==> src/rtl/keypad_pkg.sv <==
// Shared definitions for the matrix-keypad scanner.
//   kp_state_t : scanner FSM states
//   key_code   : row/column to linear key code (row*n_cols+col)
package keypad_pkg;

    typedef enum logic [1:0] {
        SCAN     = 2'd0,
        DEBOUNCE = 2'd1,
        HELD     = 2'd2
    } kp_state_t;

    function automatic int unsigned key_code(
        input int unsigned row,
        input int unsigned col,
        input int unsigned n_cols
    );
        return row * n_cols + col;
    endfunction

endpackage

==> src/rtl/sync_2ff.sv <==
// Two-flop synchroniser for asynchronous level inputs.
//   clk    : destination clock
//   reset  : synchronous, active-high; loads RESET_VAL into both stages
//   i_d    : asynchronous input bus
//   o_q    : synchronised output, two clk cycles behind i_d
module sync_2ff #(
    parameter int               WIDTH     = 1,
    parameter logic [WIDTH-1:0] RESET_VAL = '0
) (
    input  logic             clk,
    input  logic             reset,
    input  logic [WIDTH-1:0] i_d,
    output logic [WIDTH-1:0] o_q
);

    logic [WIDTH-1:0] r_meta;
    logic [WIDTH-1:0] r_sync;

    always_ff @(posedge clk) begin
        if (reset) begin
            r_meta <= RESET_VAL;
            r_sync <= RESET_VAL;
        end else begin
            r_meta <= i_d;
            r_sync <= r_meta;
        end
    end

    assign o_q = r_sync;

endmodule

==> src/rtl/keypad_scanner.sv <==
// Matrix-keypad scanner for an N_ROWS x N_COLS active-low keypad.
// Drives one row low at a time, samples synchronised columns, debounces
// press and release, and keeps a two-deep history of accepted key codes.
//   clk       : system clock
//   reset     : synchronous, active-high
//   cols_n    : column sense, active-low, asynchronous
//   rows_n    : row drive, active-low, exactly one bit low
//   pressed   : a debounced key is currently held
//   key_valid : one-cycle strobe on each accepted press
//   new_value : most recent accepted key code
//   old_value : key code accepted before new_value
module keypad_scanner
    import keypad_pkg::*;
#(
    parameter  int N_ROWS          = 4,
    parameter  int N_COLS          = 4,
    parameter  int SCAN_DIV        = 1000,
    parameter  int DEBOUNCE_CYCLES = 20000,
    localparam int KEY_W           = $clog2(N_ROWS * N_COLS)
) (
    input  logic              clk,
    input  logic              reset,
    input  logic [N_COLS-1:0] cols_n,
    output logic [N_ROWS-1:0] rows_n,
    output logic              pressed,
    output logic              key_valid,
    output logic [KEY_W-1:0]  new_value,
    output logic [KEY_W-1:0]  old_value
);

    localparam int ROW_W = $clog2(N_ROWS);
    localparam int COL_W = $clog2(N_COLS);
    localparam int DW_W  = $clog2(SCAN_DIV);
    localparam int CNT_W = (DEBOUNCE_CYCLES > 1) ? $clog2(DEBOUNCE_CYCLES) : 1;

    localparam logic [ROW_W-1:0] ROW_LAST   = ROW_W'(N_ROWS - 1);
    localparam logic [DW_W-1:0]  DWELL_LAST = DW_W'(SCAN_DIV - 1);
    localparam logic [CNT_W-1:0] CNT_LAST   = CNT_W'(DEBOUNCE_CYCLES - 1);

    logic [N_COLS-1:0] w_cols_sync;
    logic [N_COLS-1:0] w_cols_s;

    kp_state_t         r_state;
    kp_state_t         w_state_nxt;
    logic [ROW_W-1:0]  r_row;
    logic [ROW_W-1:0]  w_row_inc;
    logic [DW_W-1:0]   r_dwell;
    logic [CNT_W-1:0]  r_cnt;
    logic [ROW_W-1:0]  r_cand_row;
    logic [COL_W-1:0]  r_cand_col;
    logic              r_pressed;
    logic              r_key_valid;
    logic [KEY_W-1:0]  r_new;
    logic [KEY_W-1:0]  r_old;

    logic [COL_W-1:0]  w_low_col;
    logic              w_any_col;
    logic              w_dwell_done;
    logic              w_cand_hit;
    logic              w_cnt_done;
    logic [KEY_W-1:0]  w_key;

    // Idle columns are pulled high, so the synchroniser resets to all-ones.
    sync_2ff #(
        .WIDTH     (N_COLS),
        .RESET_VAL ({N_COLS{1'b1}})
    ) u_cols_sync (
        .clk   (clk),
        .reset (reset),
        .i_d   (cols_n),
        .o_q   (w_cols_sync)
    );

    assign w_cols_s     = ~w_cols_sync;
    assign w_any_col    = |w_cols_s;
    assign w_dwell_done = (r_dwell == DWELL_LAST);
    assign w_cand_hit   = w_cols_s[r_cand_col];
    assign w_cnt_done   = (r_cnt == CNT_LAST);
    assign w_row_inc    = (r_row == ROW_LAST) ? '0 : r_row + 1'b1;
    assign w_key        = KEY_W'(key_code(32'(r_cand_row), 32'(r_cand_col), N_COLS));

    // Descending walk so the lowest set column is the last one written.
    always_comb begin
        w_low_col = '0;
        for (int unsigned i = N_COLS; i > 0; i--) begin
            if (w_cols_s[i-1]) begin
                w_low_col = COL_W'(i - 1);
            end
        end
    end

    always_comb begin
        w_state_nxt = r_state;
        case (r_state)
            SCAN: begin
                if (w_dwell_done && w_any_col) begin
                    w_state_nxt = DEBOUNCE;
                end
            end
            DEBOUNCE: begin
                if (!w_cand_hit) begin
                    w_state_nxt = SCAN;
                end else if (w_cnt_done) begin
                    w_state_nxt = HELD;
                end
            end
            HELD: begin
                if (!w_cand_hit && w_cnt_done) begin
                    w_state_nxt = SCAN;
                end
            end
            default: w_state_nxt = SCAN;
        endcase
    end

    // r_cnt serves as the press counter in DEBOUNCE and the release counter
    // in HELD; it is cleared on entry to each.
    always_ff @(posedge clk) begin
        if (reset) begin
            r_state     <= SCAN;
            r_row       <= '0;
            r_dwell     <= '0;
            r_cnt       <= '0;
            r_cand_row  <= '0;
            r_cand_col  <= '0;
            r_pressed   <= 1'b0;
            r_key_valid <= 1'b0;
            r_new       <= '0;
            r_old       <= '0;
        end else begin
            r_state     <= w_state_nxt;
            r_key_valid <= 1'b0;
            case (r_state)
                SCAN: begin
                    if (w_dwell_done) begin
                        r_dwell <= '0;
                        if (w_any_col) begin
                            r_cand_row <= r_row;
                            r_cand_col <= w_low_col;
                            r_cnt      <= '0;
                        end else begin
                            r_row <= w_row_inc;
                        end
                    end else begin
                        r_dwell <= r_dwell + 1'b1;
                    end
                end
                DEBOUNCE: begin
                    if (!w_cand_hit) begin
                        r_dwell <= '0;
                    end else if (w_cnt_done) begin
                        r_key_valid <= 1'b1;
                        r_old       <= r_new;
                        r_new       <= w_key;
                        r_pressed   <= 1'b1;
                        r_cnt       <= '0;
                    end else begin
                        r_cnt <= r_cnt + 1'b1;
                    end
                end
                HELD: begin
                    if (w_cand_hit) begin
                        r_cnt <= '0;
                    end else if (w_cnt_done) begin
                        r_pressed <= 1'b0;
                        r_dwell   <= '0;
                        r_row     <= w_row_inc;
                    end else begin
                        r_cnt <= r_cnt + 1'b1;
                    end
                end
                default: ;
            endcase
        end
    end

    assign rows_n    = ~(N_ROWS'(1) << r_row);
    assign pressed   = r_pressed;
    assign key_valid = r_key_valid;
    assign new_value = r_new;
    assign old_value = r_old;

endmodule

==> config.mk <==
export PLATFORM = sky130hd
export DESIGN_NAME = keypad_scanner
export DESIGN_NICKNAME = d
export VERILOG_FILES = /design/src/rtl/keypad_pkg.sv /design/src/rtl/sync_2ff.sv /design/src/rtl/keypad_scanner.sv
export SDC_FILE = /design/constraint.sdc
export NUM_CORES = 1
export LEC_CHECK = 0
export BUFFER_PORTS_ARGS = -buffer_cell sky130_fd_sc_hd__buf_2
export CAP_MARGIN = 40
export CELL_PAD_IN_SITES_DETAIL_PLACEMENT = 1
export CELL_PAD_IN_SITES_GLOBAL_PLACEMENT = 2
export CORE_ASPECT_RATIO = 0.7
export CORE_MARGIN = 3
export CORE_UTILIZATION = 33
export DETAILED_ROUTE_END_ITERATION = 16
export PLACE_DENSITY = 0.74
export SYNTH_ARGS = -nofsm -noshare
export SYNTH_HDL_FRONTEND = slang
export SYNTH_SLANG_ARGS = --single-unit
==> constraint.sdc <==
create_clock -name clk -period 2 [get_ports clk]
set_clock_uncertainty 0.15 [all_clocks]
set_input_delay 0.2 -clock clk [delete_from_list [all_inputs] [get_ports clk]]
set_output_delay 0.2 -clock clk [all_outputs]
set_load 0.03 [all_outputs]
==> results.sh, run 1 <==
export IMPL_cp_top_family="compound AO/OA/AOI/OAI gates"
export IMPL_clock_latency_ps=290
export IMPL_initial_core_util_pct=35.0
export IMPL_grt_overflow=0
export IMPL_setup_viol=26
export IMPL_cts_htree_levels=2
export IMPL_total_power_mw=2.26
export IMPL_hpwl_mm=5.73
export IMPL_worst_pin_slew_ps=408
export IMPL_clock_sinks=51
export IMPL_nNetsFinal=424
export IMPL_min_path_type="in2reg"
export IMPL_grt_pass1_vias=2838
export IMPL_drv_cap=0
export IMPL_whs_ps=257
export IMPL_firstDrtPassIters=4
export IMPL_slowest_delay_ps=330
export IMPL_synth_ff_type="dfxtp_1"
export IMPL_rows=26
export IMPL_worst_path_max_fanout=5
export IMPL_die_x_um=113
export IMPL_coreArea_mm2=0.00755
export IMPL_synth_area_mm2=0.00264
export IMPL_synth_cell_types=50
export IMPL_die_area_mm2=0.00913
export IMPL_yosys_warnings=0
export IMPL_grt_usage_pct=19.2
export IMPL_ir_drop_mv=0.323
export IMPL_vias=2748
export IMPL_crit_buf_inv=2
export IMPL_clkTransAtPathRegs_ps=70
export IMPL_drive_gt1_share_pct=44.0
export IMPL_grt_start_max_net_pins=54
export IMPL_violations="setup timing"
export IMPL_endpoint_kind="register"
export IMPL_start_kind="register"
export IMPL_diodes=0
export IMPL_gp_congestion=0.807
export IMPL_post_drt_wl_per_cell_um=17.7
export IMPL_drc=0
export IMPL_fin_crit_sh_pct=109
export IMPL_fin_ws_ps=-186
export IMPL_port_buffers=19
export IMPL_rsz0062_at_grt="true"
export IMPL_slew_violations=0
export IMPL_maxSlewHeadroom_pct=72.7
export IMPL_cts_tree="built"
export IMPL_area_growth_pct=49.3
export IMPL_min_period_ps=2190
export IMPL_drt_iter0_markers=182
export IMPL_io_pins=20
export IMPL_yosysTopAreaCellShare_pct=38.6
export IMPL_synth_avg_cell_area_um2=8.36
export IMPL_cts_max_path_buffers=2
export IMPL_clock_root_buffer="clkbuf_16"
export IMPL_max_freq_mhz=457
export IMPL_chipHeight_um=80.9
export IMPL_async_reset_ff_share_pct=0
export IMPL_synth_seq_cells=51
export IMPL_slowest_stage="dfxtp_1"
export IMPL_synth_fp_nets=332
export IMPL_cp_cell_sequence="inv_1 > ha_4 > nand3b_1 > o221ai_2 > buf_4 > and4_2 > a31oi_1 > a311oi_1"
export IMPL_grt_pass1_wl_mm=14.3
export IMPL_syn_inst=316
export IMPL_antenna_found_initial=0
export IMPL_powerDensity_mw_per_mm2=573
export IMPL_synth_edff_count=0
export IMPL_drtAntennaViolNets=0
export IMPL_yosysMostFrequentCell="dfxtp_1"
export IMPL_yosys_area_top_type="dfxtp_1"
export IMPL_dp_slack_ps=-165
export IMPL_power_leakage_nw=1.62
export IMPL_drt_total_wl_mm=8.98
export IMPL_vias_per_cell=5.42
export IMPL_cp_arrival_ps=2240
export IMPL_status="finished with violations"
export IMPL_synth_commonest_cells="51 x dfxtp_1, 33 x nand2_1, 25 x a21oi_1"
export IMPL_cts_buffers=5
export IMPL_crit_type="reg2reg"
export IMPL_hold_viol_final=0
export IMPL_yosys_top_cells_area="dfxtp_1 39%, a21oi_1 4.7%, ha_1 4.7%"
export IMPL_cp_required_ps=2060
export IMPL_synth_seq_area_share_pct=38.6
export IMPL_r2r_slack_ps=-190
[cell type report]
class	count	area, µm²
fill	878	3600
multi-input combinational	234	1800
sequential	51	1030
timing repair buffer	102	790
clock buffer	5	125
tap	98	123
inverter	14	55.1
clock inverter	3	26.3
[cells by family (layout without fill, tap and decap cells)]
| group | count (synthesis) | after routing | synth area share, % |
|---|---|---|---|
| buffers and inverters | 31 | 124 | 4.64 |
| AND/OR/NAND/NOR | 136 | 136 | 28.1 |
| adder cells (fa/ha/maj) | 10 | 10 | 4.73 |
| AO/OA/AOI/OAI | 81 | 81 | 20.9 |
| multiplexers | 5 | 5 | 2.37 |
| XOR/XNOR | 2 | 2 | 0.663 |
| flip-flops | 51 | 51 | 38.6 |
[registers in the layout, summed over array words and instances (netlist names)]
| signal | cells |
|---|---|
| key_valid | 1 |
| new_value | 4 |
| old_value | 4 |
| pressed | 1 |
| r_cand_col | 2 |
| r_cand_row | 2 |
| r_cnt | 15 |
| r_dwell | 10 |
| r_row | 2 |
| r_state | 2 |
| u_cols_sync.o_q | 4 |
| u_cols_sync.r_meta | 4 |
[worst paths after layout]
kind                          from            endpoint  cells past startpoint
min reg2reg  u_cols_sync.r_meta[2]  u_cols_sync.o_q[2]                      1
min                          reset            r_cnt[0]                      3
max                     r_state[1]            r_cnt[6]                      8
max reg2reg             r_state[1]            r_cnt[6]                      8
[layout by cell type (no fill, tap or decap), drive strengths merged, types with 4 or more instances in the layout]
master	count
a211o	4
a21oi	27
a311oi	5
a31oi	6
a32o	5
and3	9
and4	5
buf	98
clkbuf	5
dfxtp	51
dlygate4sd3	4
ha	10
inv	15
mux2i	4
nand2	33
nand3	23
nand4	11
nor2	12
nor3	8
nor4	5
o21ai	17
or2	11
or3	6
[through the flow]
stage	cell area, µm²	setup TNS, ps	std cells	utilization, %
2_1_floorplan	2660	-1.18	316	-
3_3_place_gp	3290	-426	479	43.7
3_5_place_dp	3290	-2280	479	43.7
4_1_cts	3730	-855	501	49.4
5_1_grt	3950	-5010	507	52.3
6_report	3950	-1520	507	52.3
[power breakdown]
part / switching, mW / internal, mW / leakage, nW
Sequential: 0.0150 / 1.03 / 0.417
Combinational: 0.159 / 0.149 / 1.12
Clock: 0.428 / 0.477 / 0.0748
Total: 0.603 / 1.66 / 1.62
[per-layer routing]
metal	vias up	part of all wire (%)	track usage, %
li1	1347	-	-
met2	23	48	31.2
met3	4	1.9	3.50
met1	1374	50	27.2
met5	-	0	0
met4	0	0.47	3.48
[tightest hold or removal path, stage by stage]
cell and delay, ps:
buf_2 120, buf_12 180, a21oi_1 130
[repair_timing]
action / in CTS / in global routing
setup buffers: 9 / 7
resized for setup: 40 / 53
endpoints found under the setup margin: 35 / 42
hold endpoints to repair: 4 / 0
pin swaps: 26 / 17
hold buffers: 4 / 0
cloned: 1 / 0
No activity file was read; power rests on OpenSTA's default activity.
==> run 2: changes to the inputs <==
--- a/config.mk
+++ b/config.mk
@@ -10,7 +10,7 @@
 export CELL_PAD_IN_SITES_DETAIL_PLACEMENT = 1
 export CELL_PAD_IN_SITES_GLOBAL_PLACEMENT = 2
 export CORE_ASPECT_RATIO = 0.7
-export CORE_MARGIN = 3
+export CORE_MARGIN = 2
 export CORE_UTILIZATION = 33
 export DETAILED_ROUTE_END_ITERATION = 16
 export PLACE_DENSITY = 0.74
==> run 2 against run 1 <==
Compared with the run above: largest power group unchanged; utilization is 0.42 points lower; the flow still finishes with violations (setup timing); fmax grew 2.0%; critical path type unchanged; critical endpoint is now r_cnt[2]; total power up 5.5%; final cell count shrank 0.99%; largest cell class unchanged; flip-flop and latch count stayed put; sequential power is essentially flat.
==> results.sh, run 2 (synthesized netlist as in run 1, its figures left out) <==
export IMPL_largest_register_ffs=15
export IMPL_port_buffers=19
export IMPL_layout_cells_non_filler=502
export IMPL_setup_viol=31
export IMPL_clock_latency_ps=300
export IMPL_chipHeight_um=78.9
export IMPL_grt_start_max_net_pins=26
export IMPL_drt_met1_wl_mm=4.39
export IMPL_wl_met2_mm=4.04
export IMPL_slew_violations=0
export IMPL_firstDrtPassIters=4
export IMPL_ir_drop_mv=0.610
export IMPL_drv_cap=0
export IMPL_wl_met3_um=227
export IMPL_clkTransAtPathRegs_ps=70
export IMPL_rows=27
export IMPL_worst_pin_slew_ps=495
export IMPL_worst_path_max_fanout=5
export IMPL_drt_iter0_markers=131
export IMPL_nNetsFinal=416
export IMPL_largest_register="r_cnt"
export IMPL_postPlaceCellArea_mm2=0.00323
export IMPL_max_freq_mhz=467
export IMPL_area_growth_pct=53.2
export IMPL_violations="setup timing"
export IMPL_grt_overflow=0
export IMPL_diodes=0
export IMPL_power_leakage_nw=1.61
export IMPL_multiInputGateArea_mm2=0.00192
export IMPL_vias_per_cell=5.42
export IMPL_grt_usage_pct=18.7
export IMPL_fillCellCount=881
export IMPL_final_area_mm2=0.00405
export IMPL_seqCellArea_mm2=0.00103
export IMPL_drive_gt1_share_pct=47.6
export IMPL_crit_start="r_dwell[0]"
export IMPL_post_drt_wl_per_cell_um=17.4
export IMPL_hold_depth=1
export IMPL_drt_total_wl_mm=8.72
export IMPL_grt_pass1_vias=2647
export IMPL_layout_common_cells="55 x buf_4, 42 x dfxtp_1, 28 x nand2_1"
export IMPL_placedCellCount=475
export IMPL_antenna_found_initial=0
export IMPL_fin_crit_sh_pct=107
export IMPL_min_delay_start="u_cols_sync.r_meta[0]"
export IMPL_die_x_um=111
export IMPL_cts_buffers=5
export IMPL_drc=0
export IMPL_r2r_slack_ps=-140
export IMPL_cts_max_path_buffers=2
export IMPL_final_common_cell="buf_4"
export IMPL_initial_core_util_pct=33.9
export IMPL_cp_arrival_ps=2240
export IMPL_r2r_start="r_dwell[0]"
export IMPL_gp_congestion=0.817
export IMPL_status="finished with violations"
export IMPL_whs_ps=259
export IMPL_min_period_ps=2140
export IMPL_drtAntennaViolNets=0
export IMPL_clock_sinks=51
export IMPL_die_area_mm2=0.00875
export IMPL_io_pins=20
export IMPL_endpoint_kind="register"
export IMPL_reg_largest_list="r_cnt (15), r_dwell (10)"
export IMPL_cts_htree_levels=2
export IMPL_coreArea_mm2=0.00780
export IMPL_maxSlewHeadroom_pct=67.0
export IMPL_grt_pass1_wl_mm=13.3
export IMPL_hpwl_mm=5.71
export IMPL_min_to="u_cols_sync.o_q[0]"
export IMPL_min_path_type="reg2reg"
export IMPL_cp_required_ps=2090
export IMPL_top_layer="met4"
export IMPL_start_kind="register"
export IMPL_powerDensity_mw_per_mm2=590
export IMPL_cts_tree="built"
export IMPL_crit_type="reg2reg"
export IMPL_fin_ws_ps=-143
export IMPL_r2r_end="r_cnt[2]"
export IMPL_worst_r2r_path_depth=7
export IMPL_clock_root_buffer="clkbuf_16"
export IMPL_rsz0062_at_grt="true"
export IMPL_hold_viol_final=0
export IMPL_vias=2723
run 2: cell count changes in the layout (fill, tap and decap cells not counted), sizes merged:
cell,change
inv,-2
clkbuf,+1
bufinv,+1
buf,-8
run 2: where the power goes:
group          switching [mW]  internal [mW]  leakage, nW
Sequential             0.0156           1.04        0.417
Clock                   0.402          0.623       0.0868
Combinational           0.163          0.147         1.10
run 2: critical path: stages, from the launching register on:
cell     delay [ps]
dfxtp_2         360
ha_4            140
nand4_1         140
o41ai_4         460
nand4_1         260
buf_6           220
nor4b_2         230
a211o_1         140
run 2: worst max path at each step:
stage,to,depth (start not counted),slack [ps]
6_report,r_cnt[2],7,-140
3_3_place_gp,r_cnt[11],5,-80
4_1_cts,r_cnt[2],7,-60
3_5_place_dp,r_cnt[2],6,-190
2_1_floorplan,r_cnt[2],7,-0.8
5_1_grt,r_cnt[2],7,-260
run 2: area by class of cell:
cell class / instances / share of cell area (%)
clock inverter: 2 / 0.866
clock buffer: 6 / 3.43
tap: 101 / 3.12
multi-input combinational: 234 / 47.5
sequential: 51 / 25.5
timing repair buffer: 94 / 18.1
inverter: 14 / 1.48
run 2: metal layers:
metal	track usage, %	vias to the layer above
met1	27.0	1341
li1	-	1337
met2	28.5	40
met3	3.82	5
met5	0	-
met4	4.75	0
run 2: through the flow:
stage                     worst slack [ps]  TNS, ps  util (%)  total power [mW]
after global placement               -81.9    -1490      41.4              1.28
after floorplan                     -0.833    -1.18         -              1.20
after CTS                            -57.8     -171      45.6              2.33
after detailed placement              -186    -2820      41.4              1.29
after global routing                  -263    -4730      51.9              2.49
final                                 -143    -1800      51.9              2.39
run 2: timing repair:
action,4_1_cts,5_1_grt
hold buffers,4,0
setup buffers,3,13
setup endpoints to repair,38,41
resized for setup,30,94
pin swaps,4,46
endpoints found under the hold margin,4,0
gates cloned,0,1
==> run 3: changes to the inputs <==
--- a/config.mk
+++ b/config.mk
@@ -13,6 +13,7 @@
 export CORE_MARGIN = 2
 export CORE_UTILIZATION = 33
 export DETAILED_ROUTE_END_ITERATION = 16
+export MAX_ROUTING_LAYER = met4
 export PLACE_DENSITY = 0.74
 export SYNTH_ARGS = -nofsm -noshare
 export SYNTH_HDL_FRONTEND = slang
==> run 3 against run 2 <==
Compared with the run above: the run still ends with setup timing left; sequential power about the same; die area is the same; clock-buffer cell count stayed put; hold slack about the same; register-to-register slack worse by 40 ps; setup slack worse by 40 ps; critical path depth did not move; via count is 0.81% lower; design area down 0.96%; first-iteration DRC count decreased by 21%; critical path type unchanged; largest cell class unchanged; largest power group unchanged.
==> results.sh, run 3 (synthesized netlist as in run 1, its figures left out) <==
export IMPL_status="finished with violations"
export IMPL_violations="setup timing"
export IMPL_reg_largest_list="r_cnt (15), r_dwell (10)"
export IMPL_rows=27
export IMPL_hold_depth=1
export IMPL_slowest_stage="o41ai_4"
export IMPL_cp_arrival_ps=2270
export IMPL_largest_register="r_cnt"
export IMPL_placedCellCount=475
export IMPL_slew_violations=0
export IMPL_maxSlewHeadroom_pct=68.1
export IMPL_nNetsFinal=417
export IMPL_start_kind="register"
export IMPL_fin_crit_sh_pct=109
export IMPL_grt_usage_pct=19.2
export IMPL_worst_path_max_fanout=5
export IMPL_cts_tree="built"
export IMPL_drive_gt1_share_pct=46.8
export IMPL_coreArea_mm2=0.00780
export IMPL_drv_cap=0
export IMPL_powerDensity_mw_per_mm2=593
export IMPL_hold_viol_final=0
export IMPL_hpwl_mm=5.71
export IMPL_rsz0062_at_grt="true"
export IMPL_firstDrtPassIters=4
export IMPL_die_x_um=111
export IMPL_drt_total_wl_mm=8.61
export IMPL_gp_congestion=0.829
export IMPL_min_period_ps=2180
export IMPL_area_growth_pct=51.7
export IMPL_cts_htree_levels=2
export IMPL_cts_max_path_buffers=2
export IMPL_drtAntennaViolNets=0
export IMPL_clock_sinks=51
export IMPL_endpoint_kind="register"
export IMPL_initial_core_util_pct=33.9
export IMPL_vias_per_cell=5.37
export IMPL_grt_start_max_net_pins=26
export IMPL_final_common_cell="buf_4"
export IMPL_grt_overflow=0
export IMPL_diodes=0
export IMPL_post_drt_wl_per_cell_um=17.1
export IMPL_min_path_type="reg2reg"
export IMPL_grt_pass1_wl_mm=13.3
export IMPL_cp_cell_sequence="ha_4 > nand4_1 > o41ai_4 > nand4_1 > buf_6 > nor4b_2 > a211o_1"
export IMPL_cts_buffers=5
export IMPL_dp_slack_ps=-186
export IMPL_worst_pin_slew_ps=479
export IMPL_vias=2701
export IMPL_power_leakage_nw=1.61
export IMPL_crit_type="reg2reg"
export IMPL_max_freq_mhz=458
export IMPL_worst_r2r_path_depth=7
export IMPL_ir_drop_mv=0.611
export IMPL_antenna_found_initial=0
export IMPL_cp_required_ps=2090
export IMPL_io_pins=20
export IMPL_layout_common_cells="61 x buf_4, 42 x dfxtp_1, 29 x nand2_1"
export IMPL_die_area_mm2=0.00875
export IMPL_chipHeight_um=78.9
export IMPL_drt_iter0_markers=104
export IMPL_clock_root_buffer="clkbuf_16"
export IMPL_slowest_delay_ps=480
export IMPL_drc=0
export IMPL_setup_viol=32
export IMPL_largest_register_ffs=15
export IMPL_clkTransAtPathRegs_ps=70
export IMPL_clock_latency_ps=290
export IMPL_port_buffers=19
export IMPL_layout_cells_non_filler=503
export IMPL_cpMostUsedCell="nand4_1"
export IMPL_fin_ws_ps=-183
export IMPL_grt_pass1_vias=2642
==> run 3: cell type report <==
| class | count | area (µm²) |
|---|---|---|
| clock buffers | 6 | 139 |
| clock inverters | 2 | 35.0 |
| fillers | 897 | 3790 |
| inverters | 14 | 55.1 |
| multi-input cells | 234 | 1900 |
| flip-flops and latches | 51 | 1030 |
| well taps | 101 | 126 |
| repair buffers | 95 | 719 |
==> run 3: final timing paths <==
kind / startpoint / end / slack (ps)
worst min-delay path: u_cols_sync.r_meta[0] / u_cols_sync.o_q[0] / 260
worst max-delay path: r_dwell[0] / r_cnt[2] / -180
worst max register to register: r_dwell[0] / r_cnt[2] / -180
worst min register to register: u_cols_sync.r_meta[0] / u_cols_sync.o_q[0] / 260
==> run 3: what timing repair did <==
item	in CTS	in global routing
hold endpoints to repair	4	0
gates resized for setup	30	83
pin swaps	4	42
buffers inserted	3	13
gates cloned	0	1
hold buffers	4	0
endpoints found under the setup margin	38	41
==> run 3: per-stage QoR <==
step                utilization [%]  hold slack (ps)  total power, mW  setup TNS (ps)  cell area (µm²)
floorplan                         -              154             1.20           -1.18             2660
global placement               41.4              233             1.28           -1490             3230
detailed placement             41.4              236             1.29           -2820             3230
CTS                            45.6              261             2.33            -171             3560
global route                   51.4              273             2.49           -4810             4010
finish                         51.4              259             2.38           -2170             4010
==> run 3: critical path: cells and delay by family (launching register included) <==
kind                       cells  cell delay, ps
and+or+nand+nor                3             650
adders and majority gates      1             130
AOI/OAI and AO/OA              2             620
DFF                            1             360
buffers and inverters          1             230
==> run 3: metal layers <==
metal	wire length, µm	part of all wire, %	GRT usage [%]
met5	0	0	-
met4	55	0.64	4.75
met3	184	2.1	3.82
met2	3950	46	28.3
met1	4430	51	27.3
==> run 3: report_power, final <==
group	leakage (nW)	internal [mW]	switching (mW)
clock network	0.0868	0.623	0.392
registers	0.417	1.04	0.0156
logic	1.10	0.148	0.163
